**config.mk**
```make
export PLATFORM = sky130hd
export DESIGN_NAME = requant_pack_ctrl
export DESIGN_NICKNAME = d
export VERILOG_FILES = /design/src/rtl/requant_pack_ctrl.sv
export SDC_FILE = /design/constraint.sdc
export NUM_CORES = 1
export LEC_CHECK = 0
export ABC_CLOCK_PERIOD_IN_PS = 12070
export BUFFER_PORTS_ARGS = -buffer_cell sky130_fd_sc_hd__buf_2
export CORE_MARGIN = 1.5
export CORE_UTILIZATION = 29
export CTS_BUF_LIST = sky130_fd_sc_hd__clkbuf_8
export DETAILED_ROUTE_END_ITERATION = 10
export PLACE_DENSITY = 0.54
export SETUP_SLACK_MARGIN = 0.2
export SYNTH_ARGS = -nofsm -noshare
export SYNTH_HDL_FRONTEND = slang
export SYNTH_SLANG_ARGS = --single-unit
```
**constraint.sdc**
```tcl
create_clock -name clk -period 12.07 [get_ports clk]
set_clock_uncertainty 0.1 [all_clocks]
set_input_delay 1.8105 -clock clk [delete_from_list [all_inputs] [get_ports clk]]
set_output_delay 1.8105 -clock clk [all_outputs]
set_load 0.02 [all_outputs]
```
**src/rtl/requant_pack_ctrl.sv**
```systemverilog
// requant_pack_ctrl: output-stage sequencer for the conv datapath.
// Rounds and right-shifts signed accumulators, clamps them to OUTPUT_DW,
// packs PACK_N lanes per word and streams the words out with frame control.
// Optional build macro: REQUANT_RELU_EN (forces negative results to zero).
//
// state  | meaning
// -------+---------------------------------------------------------------
// IDLE   | waiting for start; cfg_* latched on start
// RUN    | accepting accumulators, packing lanes
// DRAIN  | final element accepted, waiting for the last word handshake
// DONE   | one-cycle frame-complete pulse

module requant_clamp #(
  parameter int IN_W  = 25,
  parameter int OUT_W = 8
) (
  input  logic signed [IN_W-1:0]  din,
  output logic        [OUT_W-1:0] dout,
  output logic                    sat
);

  localparam logic signed [IN_W-1:0] MAX_V = {{(IN_W-OUT_W+1){1'b0}}, {(OUT_W-1){1'b1}}};
  localparam logic signed [IN_W-1:0] MIN_V = ~MAX_V;

  // Saturate to the signed output range; optionally rectify negatives.
  always_comb begin
    dout = din[OUT_W-1:0];
    sat  = 1'b0;
    if (din > MAX_V) begin
      dout = MAX_V[OUT_W-1:0];
      sat  = 1'b1;
    end else if (din < MIN_V) begin
      dout = MIN_V[OUT_W-1:0];
      sat  = 1'b1;
    end
`ifdef REQUANT_RELU_EN
    // Negative clamps are hidden by the rectifier, so they are not counted.
    if (din[IN_W-1]) begin
      dout = '0;
      sat  = 1'b0;
    end
`endif
  end

endmodule

module requant_pack_ctrl #(
  parameter int INPUT_DW  = 24,
  parameter int OUTPUT_DW = 8,
  parameter int PACK_N    = 4,
  parameter int SHIFT_W   = 5,
  parameter int LEN_W     = 16
) (
  input  logic                        clk,
  input  logic                        rst_n,
  input  logic                        start,
  input  logic [LEN_W-1:0]            cfg_len,
  input  logic [SHIFT_W-1:0]          cfg_shift,
  input  logic                        in_valid,
  output logic                        in_ready,
  input  logic [INPUT_DW-1:0]         in_data,
  output logic                        out_valid,
  input  logic                        out_ready,
  output logic [OUTPUT_DW*PACK_N-1:0] out_data,
  output logic                        out_last,
  output logic                        busy,
  output logic                        done,
  output logic [LEN_W-1:0]            sat_cnt
);

  localparam int LANE_W = (PACK_N > 1) ? $clog2(PACK_N) : 1;
  localparam int WORD_W = OUTPUT_DW * PACK_N;

  typedef enum logic [1:0] {S_IDLE, S_RUN, S_DRAIN, S_DONE} state_t;

  state_t               state_q, state_d;
  logic [LEN_W-1:0]     len_q, len_d;
  logic [LEN_W-1:0]     cnt_q, cnt_d;
  logic [LEN_W-1:0]     sat_cnt_q, sat_cnt_d;
  logic [SHIFT_W-1:0]   shift_q, shift_d;
  logic [LANE_W-1:0]    lane_q, lane_d;
  logic [WORD_W-1:0]    stage_q, stage_d;
  logic [WORD_W-1:0]    out_data_q, out_data_d;
  logic                 out_valid_q, out_valid_d;
  logic                 out_last_q, out_last_d;

  logic signed [INPUT_DW:0] x_ext, rnd, sum, shifted;
  logic [OUTPUT_DW-1:0]     q_res;
  logic                     q_sat;
  logic                     in_ready_c, accept, last_elem, word_end, out_hs;
  logic [WORD_W-1:0]        packed_word;

  // Round-half-up arithmetic shift, one bit wider than the input so the
  // rounding add cannot overflow.
  always_comb begin
    x_ext = $signed({in_data[INPUT_DW-1], in_data});
    rnd   = '0;
    if (shift_q != '0) rnd = (INPUT_DW+1)'(1) << (shift_q - SHIFT_W'(1));
    sum     = x_ext + rnd;
    shifted = sum >>> shift_q;
  end

  requant_clamp #(
    .IN_W  (INPUT_DW + 1),
    .OUT_W (OUTPUT_DW)
  ) u_clamp (
    .din  (shifted),
    .dout (q_res),
    .sat  (q_sat)
  );

  // Handshake qualifiers and the word formed if this element closes it.
  always_comb begin
    out_hs     = out_valid_q && out_ready;
    in_ready_c = (state_q == S_RUN) && (!out_valid_q || out_ready);
    accept     = in_valid && in_ready_c;
    last_elem  = (cnt_q == len_q - LEN_W'(1));
    word_end   = accept && (last_elem || (lane_q == LANE_W'(PACK_N - 1)));
    packed_word = stage_q;
    for (int i = 0; i < PACK_N; i++) begin
      if (lane_q == LANE_W'(i)) packed_word[i*OUTPUT_DW +: OUTPUT_DW] = q_res;
    end
  end

  // Next-state, counters, lane staging and output word register.
  always_comb begin
    state_d     = state_q;
    len_d       = len_q;
    cnt_d       = cnt_q;
    sat_cnt_d   = sat_cnt_q;
    shift_d     = shift_q;
    lane_d      = lane_q;
    stage_d     = stage_q;
    out_data_d  = out_data_q;
    out_valid_d = out_valid_q;
    out_last_d  = out_last_q;

    unique case (state_q)
      S_IDLE: begin
        if (start) begin
          len_d     = cfg_len;
          shift_d   = cfg_shift;
          sat_cnt_d = '0;
          cnt_d     = '0;
          lane_d    = '0;
          stage_d   = '0;
          state_d   = (cfg_len == '0) ? S_DONE : S_RUN;
        end
      end
      S_RUN: begin
        if (accept) begin
          cnt_d = cnt_q + LEN_W'(1);
          if (q_sat && (sat_cnt_q != '1)) sat_cnt_d = sat_cnt_q + LEN_W'(1);
          if (word_end) begin
            stage_d = '0;
            lane_d  = '0;
          end else begin
            stage_d = packed_word;
            lane_d  = lane_q + LANE_W'(1);
          end
          if (last_elem) state_d = S_DRAIN;
        end
      end
      S_DRAIN: begin
        if (out_hs && out_last_q) state_d = S_DONE;
      end
      S_DONE: begin
        state_d = S_IDLE;
      end
      default: state_d = S_IDLE;
    endcase

    // A new word loaded in the same cycle as a handshake keeps valid high.
    if (out_hs) begin
      out_valid_d = 1'b0;
      out_last_d  = 1'b0;
    end
    if (word_end) begin
      out_valid_d = 1'b1;
      out_data_d  = packed_word;
      out_last_d  = last_elem;
    end
  end

  // State and datapath registers with synchronous active-low reset.
  always_ff @(posedge clk) begin
    if (!rst_n) begin
      state_q     <= S_IDLE;
      len_q       <= '0;
      cnt_q       <= '0;
      sat_cnt_q   <= '0;
      shift_q     <= '0;
      lane_q      <= '0;
      stage_q     <= '0;
      out_data_q  <= '0;
      out_valid_q <= 1'b0;
      out_last_q  <= 1'b0;
    end else begin
      state_q     <= state_d;
      len_q       <= len_d;
      cnt_q       <= cnt_d;
      sat_cnt_q   <= sat_cnt_d;
      shift_q     <= shift_d;
      lane_q      <= lane_d;
      stage_q     <= stage_d;
      out_data_q  <= out_data_d;
      out_valid_q <= out_valid_d;
      out_last_q  <= out_last_d;
    end
  end

  assign in_ready  = in_ready_c;
  assign out_valid = out_valid_q;
  assign out_data  = out_data_q;
  assign out_last  = out_last_q;
  assign busy      = (state_q != S_IDLE);
  assign done      = (state_q == S_DONE);
  assign sat_cnt   = sat_cnt_q;

endmodule
```
=== After elaboration in Yosys (flattened, before gate mapping) ===
Cells that the tools add are included.

* Bits in registers: 123
* Bits in latches: 0
* Bits in writable memories: 0
* Bits in read-only memories: 0
* Bits of input ports: 50
* Logic and storage cells: 85
* Memories kept: 0

* Add/subtract/negate cells: 6
* Multiply operators: 0
* Div/mod/pow operators: 0
* Magnitude comparators: 2
* Equality and inequality tests: 13
* Shift-type cells: 2
* Mux-type cells: 32
* Bitwise logic cells: 0
* Reduce and logical (&&, ||, !) cells: 20

{| class="wikitable"
|+ Operators by type and width
! operator !! number
|-
| 32-bit 2-to-1 mux || 3
|-
| 16-bit 2-to-1 mux || 4
|-
| 16-bit one-hot mux with 2 select lines || 2
|-
| 32-bit one-hot mux with 2 select lines || 1
|-
| 8-bit 2-to-1 mux || 6
|-
| 16-bit by 1-bit adder with 16-bit output (second input constant) || 2
|-
| 24-bit by 25-bit adder with 25-bit output || 1
|-
| 25-bit by 8-bit greater-than comparator with 1-bit output (second input constant) || 1
|-
| 25-bit by 8-bit less-than comparator with 1-bit output (second input constant) || 1
|-
| 25-bit 2-to-1 mux || 1
|-
| 1-bit by 5-bit << shifter with 25-bit output (first input constant) || 1
|-
| 25-bit by 5-bit >>> shifter with 25-bit output || 1
|-
| 16-bit == test || 1
|-
| 16-bit logical NOT || 1
|-
| 2-bit 2-to-1 mux || 8
|-
| 16-bit inequality test (second input constant) || 1
|-
| 16-bit by 1-bit subtractor with 16-bit output (second input constant) || 1
|-
| 2-bit == test (second input constant) || 4
|-
| 2-bit inequality test (second input constant) || 4
|-
| 2-bit one-hot mux with 4 select lines || 1
|-
| 4-bit AND reduction || 2
|-
| 1-bit logical AND || 6
|-
| 2-bit nonzero test || 3
|-
| 1-bit 2-to-1 mux || 5
|-
| 11 further kinds || 14
|}

=== Longest topological paths before layout ===
* Word-level depth: 12
* Gate-level depth with buffers: 24

=== Cells and area by module ===
Synthesis repeated with hierarchy kept, for this count alone.

* Cell total of the unflattened synthesis: 1137
* Area, all modules: 8919.8 um^2

{| class="wikitable"
|+ By module, submodules not included
! module !! instances !! cells an instance !! area each (um^2)
|-
| requant_pack_ctrl || 1 || 1112 || 8753.4
|-
| requant_clamp || 1 || 25 || 166.4
|}

=== Worst setup path before layout ===
Ideal clock, no wire load.

* Path type: input to register
* From: input in_data[0]
* To: register out_data_q[10], in the netlist out_data[10]
* Setup time: 58 ps
* Arrival time: 5573 ps
* Data required time: 11912 ps
* Slack: 6339 ps
* Stages: 16
* Buffers on the path: 0
* Path through: ha_1 inv_1 fa_1 nand2b_1 a21oi_4 o21a_4 a21oi_1 xnor2_1 o21ai_0 a221o_1 o221a_2 a2111oi_0 nand3_2 o31ai_4 o21a_1 a31o_2

* Longest elaborated chain between the ends: 6
* Elaborated cells between the ends (all ways): 7

{| class="wikitable"
|+ Ends and longest elaborated chain
! element !! RTL line !! text
|-
| start, declared || 61 || <nowiki>input logic [INPUT_DW-1:0] in_data,</nowiki>
|-
| 24-bit by 25-bit adder with 25-bit output (*) || 99 || <nowiki>sum = x_ext + rnd;</nowiki>
|-
| 25-bit by 5-bit >>> shifter with 25-bit output (*) || 100 || <nowiki>shifted = sum >>> shift_q;</nowiki>
|-
| 25-bit by 8-bit less-than comparator with 1-bit output || 32 || <nowiki>end else if (din < MIN_V) begin</nowiki>
|-
| 8-bit 2-to-1 mux || 32 ||
|-
| 8-bit 2-to-1 mux (*) || 29 || <nowiki>if (din > MAX_V) begin</nowiki>
|-
| 8-bit 2-to-1 mux (*) || 121 || <nowiki>if (lane_q == LANE_W'(i)) packed_word[i*OUTPUT_DW +: OUTPUT_DW] = q_res;</nowiki>
|-
| end signal, assigned || 206 || <nowiki>out_data_q <= out_data_d;</nowiki>
|-
| end, declared || 83 || <nowiki>logic [WORD_W-1:0] out_data_q, out_data_d;</nowiki>
|}

Mark *: on every way between the ends. The rest lies on a longest branch, timed or not.
A chain may end at the register's enable or synchronous reset.

=== Final worst setup path ===
* From: register shift_q[3]
* To: register sat_cnt_q[3], in the netlist sat_cnt[3]

* Longest elaborated chain between the ends: 11
* Elaborated cells between the ends (all ways): 13

{| class="wikitable"
|+ Ends and longest elaborated chain
! element !! RTL line !! text
|-
| start, declared || 80 || <nowiki>logic [SHIFT_W-1:0] shift_q, shift_d;</nowiki>
|-
| start signal, assigned || 203 || <nowiki>shift_q <= shift_d;</nowiki>
|-
| 5-bit by 1-bit subtractor with 5-bit output || 98 || <nowiki>if (shift_q != '0) rnd = (INPUT_DW+1)'(1) << (shift_q - SHIFT_W'(1));</nowiki>
|-
| 1-bit by 5-bit << shifter with 25-bit output || 98 ||
|-
| 25-bit 2-to-1 mux || 98 ||
|-
| 24-bit by 25-bit adder with 25-bit output || 99 ||
|-
| 25-bit by 5-bit >>> shifter with 25-bit output (*) || 100 ||
|-
| 25-bit by 8-bit less-than comparator with 1-bit output || 32 ||
|-
| 1-bit 2-to-1 mux || 32 ||
|-
| 1-bit 2-to-1 mux (*) || 29 ||
|-
| 1-bit logical AND (*) || 153 || <nowiki>if (q_sat && (sat_cnt_q != '1)) sat_cnt_d = sat_cnt_q + LEN_W'(1);</nowiki>
|-
| 2-bit by 1-bit inequality test with 1-bit output (no source line) (*) || - ||
|-
| 4-bit AND reduction (no source line) (*) || - ||
|-
| end signal, assigned || 202 || <nowiki>sat_cnt_q <= sat_cnt_d;</nowiki>
|-
| end, declared || 79 || <nowiki>logic [LEN_W-1:0] sat_cnt_q, sat_cnt_d;</nowiki>
|}

Marked as above.

==> impl_metrics.py <==
metrics = {
    "status": {
        "outcome": "completed",
    },
    "floorplanning": {
        "ios": 103,
        "die_height_um": 185.4,
        "core.rowCount": 66,
        "start_util_pct": 29.59,
        "die_width_um": 185.4,
        "die_area_mm2": 0.03438,
        "core-area_mm2": 0.03262,
    },
    "layout": {
        "area_growth_syn_to_layout_pct": 12.46,
        "antenna_cells": 0,
        "final_cells": 1813,
        "layout.cells.most_common": "nand2_1",
        "final_nets": 1445,
        "regArea_mm2": 0.002462,
        "multiInputGateArea_mm2": 0.006693,
        "drive_above_1_share_pct": 14.37,
        "fillers": 3522,
        "most-common-layout-cells": "nand2_1 (161), dfxtp_1 (123), nor2_1 (121)",
    },
    "clock_tree": {
        "cts_root_buf": "clkbuf_8",
        "clkTransAtPathRegs_ns": 0.08,
        "cts_tree": "yes",
        "clk_latency_ns": 0.46,
        "htree_num_levels": 4,
        "cts_setup_buffers": 0,
        "cts-resized-gates": 0,
        "cts_hold_buf": 0,
        "clock_path_buffers": 2,
        "cts_made_buffers": 17,
        "clock-sinks": 123,
    },
    "sta": {
        "timing.fmax_ghz": 0.1372,
        "setup_violations": 0,
        "post-route-period-util_pct": 60.38,
        "period_minus_slack_ns": 7.288,
        "worst_slew_pin_slew_ns": 1.065,
        "drv_slew": 0,
        "fin_setup_tns_ns": 0,
        "hold_violations": 0,
        "worst_slack_ns": 4.782,
        "rsz0062_at_grt": "false",
        "hold_slack_ns": 0.3536,
        "relSlewSlack_pct": 28.47,
    },
    "global_route": {
        "track_usage_pct": 19.09,
        "grt_pass1_wl_um": 51820,
        "grt_overflow": 0,
        "grt_pass1_vias": 9591,
        "grt_max_degree": 62,
        "antenna_found_initial": 0,
    },
    "logic_synthesis": {
        "ys_ff_latch": 123,
        "synthTopCellsByArea": "dfxtp_1 (26%), nand2_1 (6.3%), a21oi_1 (4.9%), nor2_1 (4.7%), ha_1 (4.7%)",
        "synth_top_family_by_area": "compound AO/OA/AOI/OAI gates",
        "synth_cells": 1302,
        "yosys_warnings": 0,
        "yosysUniqueCellTypes": 93,
        "synth_xor_area_share_pct": 5.082,
        "avgSynthCellArea_um2": 7.412,
        "syn-num-nets": 1389,
        "synth_seq_area_share_pct": 25.52,
        "synth-compound-area-share_pct": 28.56,
        "ys.flop_type": "dfxtp_1",
        "synthSimpleGateAreaFrac_pct": 27.72,
        "synth_edf_count": 0,
        "synth-adder-area-share_pct": 4.875,
        "async_flop_share_pct": 0,
        "synth_top_area_share_pct": 25.52,
        "synthMuxAreaShare_pct": 3.112,
        "synth.largest_area_cell": "dfxtp_1",
        "syn_area_mm2": 0.009651,
    },
    "power_and_ir_drop": {
        "p_clk_share_pct": 25.2,
        "power.internal_w": 0.0008362,
        "p_switching_w": 0.0006732,
        "total_power_w": 0.001509,
        "ir_drop_v": 0.00006429,
        "cellLeakagePower_nw": 4.077,
        "seqPwrFrac_pct": 30.2,
        "pwr_density_cell_mw_per_mm2": 139.1,
        "p_comb_share_pct": 44.6,
        "p_sw_share_pct": 44.60,
    },
    "critical_path": {
        "cp.depth": 19,
        "critPathTopFamily": "simple AND/OR/NAND/NOR gates",
        "reg2reg_depth": 19,
        "arrival_ns": 7.48,
        "critical-path-max-stage-delay_ns": 0.92,
        "cp.required_ns": 12.26,
        "path_buf_inv": 3,
        "cp_max_fo": 29,
        "cp_cell_sequence": "buf_4, clkinv_1, nor3_1, nand2_1, inv_1, ha_1, nand4_1, nor3_1, o211ai_1, nand3_1, xor2_1, o22ai_1, o31ai_1, o211ai_1, a2111oi_0, nand3_2, nor4_4, or4_1, a21oi_1",
        "critical_path.slowest_cell": "nor4_4",
        "critPathLaunchType": "register",
        "crit_type": "reg -> reg",
        "endpoint_kind": "register",
    },
    "route": {
        "ant_nets": 0,
        "drt-initial-drc-count": 858,
        "vias": 10280,
        "wire_per_inst_um": 18.07,
        "drc": 0,
        "wirelength_um": 32770,
        "avgViaCountPerCell": 5.669,
        "dr.pass1.iters": 5,
    },
    "place": {
        "place_hpwl_um": 24620,
        "pre_cts_ws_ns": 5.003,
        "place_congestion": 0.9849,
        "dp_cells": 1781,
        "numPortBuffers": 102,
    },
    "hold_path": {
        "min_path_type": "reg -> reg",
        "whs_path_depth": 2,
    },
    "flow_run": {
        "maxCapViolCount": 0,
    },
}
[power by group through the flow]
stage | clock [W] | combinational (W) | sequential (W)
after CTS | 0.000390 | 0.000665 | 0.000456
after global routing | 0.000410 | 0.000741 | 0.000460
final | 0.000381 | 0.000673 | 0.000456
after global placement | 0 | 0.000668 | 0.000464
after detailed placement | 0 | 0.000661 | 0.000465
after floorplan | 0 | 0.000497 | 0.000452
[per-layer routing]
layer | wire (um) | vias up | track usage [%] | share of wire (%)
li1 | - | 5011 | - | -
met1 | 15270 | 4845 | 25.76 | 47
met2 | 14670 | 362 | 29.92 | 45
met3 | 1878 | 59 | 3.343 | 5.7
met4 | 940 | 0 | 7.740 | 2.9
met5 | 0 | - | 0 | 0
[sequential cells by signal, summed over array words and instances, names as in the netlist]
register,flops
out_data,32
stage_q,32
sat_cnt,16
state_q,2
out_valid,1
shift_q,5
out_last,1
cnt_q,16
lane_q,2
len_q,16
[cells by family (layout without fill, tap and decap cells)]
family	Yosys count	after routing
AOI/OAI and AO/OA	399	399
adders and majority gates	37	37
xor gates and xnor gates	56	56
muxes	27	27
DFF	123	123
and+or+nand+nor	546	546
buffers and inverters	114	183
[synth_stat cells, types with 34 or more instances]
master    count
a21oi_1      94
clkbuf_1     44
dfxtp_1     123
ha_1         36
inv_1        34
nand2_1     161
nand3_1      71
nand4_1      38
nor2_1      121
nor3_1       37
o211ai_1     37
o21ai_0      53
[final cells by class]
type	instances	share of cell area [%]
well taps	442	5.096
inverters	38	1.314
clock buffers	18	2.283
flip-flops and latches	123	22.69
multi-input cells	1065	61.67
clock inverters	14	1.487
repair buffers	113	5.465
[per-stage QoR]
| step | cell area (um2) | utilization [%] |
|---|---|---|
| after floorplan | 9651 | - |
| after global placement | 10440 | 32.02 |
| after detailed placement | 10440 | 32.02 |
| after CTS | 10850 | 33.27 |
| after global routing | 10850 | 33.27 |
| final | 10850 | 33.27 |
[tightest hold or removal path, stage by stage, from the launching register on]
cell	delay, ns
dfxtp_1	0.32
nand2_1	0.05
a21oi_1	0.05
[path summary, 6_finish.rpt]
path | from | to | slack [ns]
worst max-delay path | shift_q[3] | sat_cnt[3] | 4.78
worst min-delay path | out_data[31] | out_data[31] | 0.35
worst max register to register | shift_q[3] | sat_cnt[3] | 4.78
worst min register to register | out_data[31] | out_data[31] | 0.35
Power figures use the tool's default switching activity.
